**src/rtl/e_muldiv_seq_pkg.sv**
```systemverilog
// e_muldiv_seq_pkg: op encodings and FSM states shared by the iterative mul/div unit.
package e_muldiv_seq_pkg;
  localparam logic [1:0] MD_MULT  = 2'd0;
  localparam logic [1:0] MD_MULTU = 2'd1;
  localparam logic [1:0] MD_DIV   = 2'd2;
  localparam logic [1:0] MD_DIVU  = 2'd3;
  typedef enum logic [1:0] {IDLE, CALC, FIX, DONE} state_t;
endpackage

```
**src/rtl/e_muldiv_seq.sv**
```systemverilog
// e_muldiv_seq: one-bit-per-cycle shift-add multiply / restoring divide for the E stage.
// Define E_MULDIV_DIV0_FLAG_EN to add a registered div0 output flagging divide-by-zero.
module e_muldiv_seq
  import e_muldiv_seq_pkg::*;
#(
  parameter int WIDTH = 32
) (
  input  logic             clk,
  input  logic             reset,
  input  logic             start,
  input  logic             req,
  input  logic [1:0]       op,
  input  logic [WIDTH-1:0] rs,
  input  logic [WIDTH-1:0] rt,
  output logic             busy,
  output logic             done,
  output logic [WIDTH-1:0] hi,
  output logic [WIDTH-1:0] lo
`ifdef E_MULDIV_DIV0_FLAG_EN
  ,
  output logic             div0
`endif
);
  localparam int CW = $clog2(WIDTH);
  state_t state, state_n;
  logic [CW-1:0] cnt;
  logic is_div, neg_a, neg_b, accept, last, sgn_op, sa, sb;
  logic [2*WIDTH-1:0] acc, mstep, dstep, res;
  logic [WIDTH-1:0] b, ma, mb, q, r, qf, rf;
  logic [WIDTH:0] sum, diff;
  assign busy = (state == CALC) || (state == FIX);
  assign done = (state == DONE);
  assign accept = start && !req && ((state == IDLE) || (state == DONE));
  assign last = cnt == CW'(WIDTH - 1);
  always_comb begin
    sgn_op = (op == MD_MULT) || (op == MD_DIV);
    sa = sgn_op && rs[WIDTH-1];
    sb = sgn_op && rt[WIDTH-1];
    ma = sa ? -rs : rs;
    mb = sb ? -rt : rt;
    state_n = accept ? CALC : (state == CALC) ? (last ? FIX : CALC) : (state == FIX) ? DONE : IDLE;
  end
  // acc holds {partial product, multiplier} for multiply and {remainder, quotient} for divide
  always_comb begin
    sum = {1'b0, acc[2*WIDTH-1:WIDTH]} + {1'b0, b};
    mstep = acc[0] ? {sum, acc[WIDTH-1:1]} : {1'b0, acc[2*WIDTH-1:1]};
    diff = acc[2*WIDTH-1:WIDTH-1] - {1'b0, b};
    dstep = diff[WIDTH] ? {acc[2*WIDTH-2:0], 1'b0} : {diff[WIDTH-1:0], acc[WIDTH-2:0], 1'b1};
    q = acc[WIDTH-1:0];
    r = acc[2*WIDTH-1:WIDTH];
    qf = (b == '0) ? {WIDTH{1'b1}} : ((neg_a ^ neg_b) ? -q : q);
    rf = neg_a ? -r : r;
    res = is_div ? {rf, qf} : ((neg_a ^ neg_b) ? -acc : acc);
  end
  always_ff @(posedge clk or posedge reset) begin
    if (reset) begin
      state <= IDLE;
      cnt <= '0;
      is_div <= 1'b0;
      neg_a <= 1'b0;
      neg_b <= 1'b0;
      acc <= '0;
      b <= '0;
      hi <= '0;
      lo <= '0;
    end else begin
      state <= state_n;
      if (accept) begin
        cnt <= '0;
        is_div <= op[1];
        neg_a <= sa;
        neg_b <= sb;
        b <= op[1] ? mb : ma;
        acc <= {{WIDTH{1'b0}}, op[1] ? ma : mb};
      end else if (state == CALC) begin
        cnt <= cnt + 1'b1;
        acc <= is_div ? dstep : mstep;
      end else if (state == FIX) begin
        {hi, lo} <= res;
      end
    end
  end
`ifdef E_MULDIV_DIV0_FLAG_EN
  always_ff @(posedge clk or posedge reset) begin
    if (reset) div0 <= 1'b0;
    else div0 <= (state == FIX) && is_div && (b == '0);
  end
`endif
endmodule

```
**config.mk**
```make
export PLATFORM = sky130hd
export DESIGN_NAME = e_muldiv_seq
export DESIGN_NICKNAME = d
export VERILOG_FILES = /design/src/rtl/e_muldiv_seq_pkg.sv /design/src/rtl/e_muldiv_seq.sv
export SDC_FILE = /design/constraint.sdc
export NUM_CORES = 1
export LEC_CHECK = 0
export BUFFER_PORTS_ARGS = -buffer_cell sky130_fd_sc_hd__buf_4
export CORE_MARGIN = 10
export CORE_UTILIZATION = 55
export CTS_CLUSTER_SIZE = 28
export DETAILED_ROUTE_END_ITERATION = 8
export PLACE_DENSITY_LB_ADDON = 0.08
export REMOVE_ABC_BUFFERS = 1
export SETUP_SLACK_MARGIN = 0.15
export SLEW_MARGIN = 10
export SYNTH_ARGS = -nofsm -noshare
export SYNTH_HDL_FRONTEND = slang
export SYNTH_SLANG_ARGS = --single-unit
```
**constraint.sdc**
```tcl
create_clock -name clk -period 4.9 [get_ports clk]
set_input_delay 0.245 -clock clk [delete_from_list [all_inputs] [get_ports clk]]
set_output_delay 0.245 -clock clk [all_outputs]
set_load 0.05 [all_outputs]
```
==> results.json <==
{
  "start_util_pct": 55.9,
  "vdd_ir_drop_max_v": 0.000497,
  "num-nets-final": 2130,
  "maxCapViolCount": 0,
  "clk_path_buf_depth": 2,
  "finalCritPeriodShare_pct": 79.0,
  "synth-edff-count": 0,
  "power_mw": 14.8,
  "die-area_sq_um": 34400,
  "r2r_setup_slack_ns": 1.03,
  "gp_congestion": 0.988,
  "synth_top_area_share_pct": 28.2,
  "core_sq_um": 27000,
  "cts_buffers": 17,
  "dieHeight_microns": 186,
  "initialDrtViolationCount": 1676,
  "synth_top_area_cell": "dfrtp_1",
  "grt_pass1_vias": 14500,
  "yosysSeqAreaShare_pct": 28.2,
  "antenna_cells": 0,
  "viasPerCell": 6.52,
  "ys.flop_type": "dfrtp_1",
  "cts_setup_buffers": 0,
  "wirelength_microns": 53600,
  "die_x_microns": 186,
  "fin_hold_ws_ns": -0.0492,
  "syn_inst": 1935,
  "finalSetupViolCount": 0,
  "final_core_util_pct": 62.5,
  "path_class": "reg -> reg",
  "syn_area_sq_um": 15100,
  "ys_ff_latch": 170,
  "slew_viol_final": 0,
  "port_buffers": 135,
  "critical_path_required_ns": 5.29,
  "cp_max_fo": 18,
  "ant_nets": 0,
  "synth_area_leaders": "dfrtp_1 28%, a21oi_1 6.8%, ha_1 6.1%",
  "holdBufCountCts": 0,
  "ys_async_sr_fraction_pct": 100,
  "dp_cells": 2307,
  "hold_violations": 23,
  "crit_start": "acc[31]",
  "cts.sinks": 170,
  "synth.most_common_cell": "a21oi_1",
  "hpwl_microns": 40200,
  "clk-insertion-delay-late_ns": 0.46,
  "via_count": 15200,
  "hp-class": "in -> async",
  "grt_pass1_wl_microns": 83200,
  "syn_avg_cell_area_sq_um": 7.79,
  "num-fill-cells": 2511,
  "rows": 60,
  "grt_overflow": 0,
  "num_io_pins": 136,
  "crit_path_start_kind": "flip-flop",
  "grt_max_degree": 99,
  "cts_resized": 0,
  "period_minus_slack_ns": 3.87,
  "max_freq_mhz": 258,
  "fin_cells": 2339,
  "relSlewSlack_pct": 9.75,
  "cellPowerDensity_nw_per_um2": 882,
  "status": "complete, but fails checks",
  "worstPathArrival_ns": 4.26,
  "r2r_start": "acc[31]",
  "yosys-top-cells-count": "205 x a21oi_1, 200 x nor2_1, 184 x nand2_1",
  "drt-pass1-iter-count": 6,
  "drive_above_1_share_pct": 12.2,
  "crit_path_end_kind": "flip-flop",
  "syn_to_final_growth_pct": 11.7,
  "synthDistinctLibCells": 92,
  "worst_pin_slew_ns": 1.35,
  "clk_pin_slew_worst_paths_ns": 0.08,
  "rsz0062_at_grt": "no",
  "skew_ns": 0.0144,
  "post_drt_wl_per_cell_microns": 22.9,
  "cts_tree": "done",
  "htreeDepth": 4,
  "drcViolationCount": 0,
  "antenna_found_initial": 1,
  "clock-root-buffer": "clkbuf_16",
  "p_leak_nw": 7.35,
  "grt_use_total_pct": 31.1,
  "violations": "negative hold slack",
  "yosys_warnings": 0
}
[final timing paths]
| kind | end | cells past startpoint |
|---|---|---|
| hold / removal | lo[17] | 2 |
| hold reg to reg | hi[28] | 1 |
| min in group clk | acc[0] | 3 |
| max in group asynchronous | acc[50] | 3 |
| setup reg to reg | acc[34] | 12 |
| setup / recovery | acc[34] | 12 |
[metrics by stage]
stage | setup TNS, ns | cell area [sq um] | setup WS [ns]
after global placement | 0 | 16200 | 1.24
after floorplan | -0.684 | 14500 | -0.393
final | 0 | 16800 | 1.03
after global routing | 0 | 16800 | 0.790
after detailed placement | 0 | 16200 | 1.12
after CTS | 0 | 16800 | 1.11
[final cells by class]
type,count,area [sq um],share of cell area (%)
multi-input cells,1558,10000,59.6
flip-flops and latches,170,4260,25.3
repair buffers,162,1240,7.37
clock buffers,19,433,2.57
well taps,341,427,2.53
inverters,76,290,1.72
clock inverters,13,153,0.907
[worst max-delay path: stages (launching register included)]
cell and delay (ns):
dfrtp_1 0.44, inv_1 0.12, ha_1 0.22, fa_1 0.38, nor2b_1 0.23, o31a_1 0.25, o2111ai_1 0.19, nand4_1 0.18
nand3b_1 0.16, a211oi_4 0.84, nor2_4 0.18, o311ai_0 0.38, a32o_1 0.21
[per-layer routing]
| layer | routed length (microns) | vias to the layer above | GRT usage, % |
|---|---|---|---|
| met3 | 4660 | 116 | 5.58 |
| met2 | 23900 | 721 | 48.6 |
| met5 | 0 | - | 0 |
| li1 | - | 7080 | - |
| met1 | 23100 | 7322 | 42.0 |
| met4 | 1990 | 0 | 12.0 |
[state kept, by name, indices dropped and copies added, names as in the netlist]
name and cells:
hi 32, neg_a 1, lo 32, state 2, acc 64, is_div 1
neg_b 1, b 32, cnt 5
[logic make-up after synthesis]
family,count (synthesis),share of synthesized area [%]
AOI/OAI and AO/OA,635,26.1
xor gates and xnor gates,169,9.82
adders and majority gates,75,6.32
buffers and inverters,207,5.43
DFF,170,28.2
muxes,64,4.37
and+or+nand+nor,615,19.8
[where the power goes]
| part | switching, mW | internal, mW | total (mW) | leakage (nW) |
|---|---|---|---|---|
| Sequential | 1.15 | 2.06 | 3.21 | 2.14 |
| Combinational | 6.38 | 3.85 | 10.2 | 4.93 |
| Clock | 0.672 | 0.727 | 1.40 | 0.281 |
[placed cells by master, fill, tap and decap left out, types with 13 or more instances in the layout]
cell       synthesis  routed
o211ai_1          65      65
nor3_1            45      45
nand4_1           16      16
a31oi_1           20      20
clkbuf_16          0      17
nand3_1           30      30
mux2i_1           52      52
nand2b_1          16      16
o21ai_0          176     176
nor2b_1           15      15
a21o_1            20      20
dfrtp_1          170     169
inv_1             75      74
nor2_1           200     199
nor4_1            19      19
a21oi_1          205     205
ha_1              73      71
or3_1             13      13
o31ai_1           24      24
a211oi_1          18      18
xnor2_1           95      94
o41ai_1           13      13
buf_4              1     160
xor2_1            74      74
nand2_1          184     184
No activity file was read; power rests on OpenSTA's default activity.
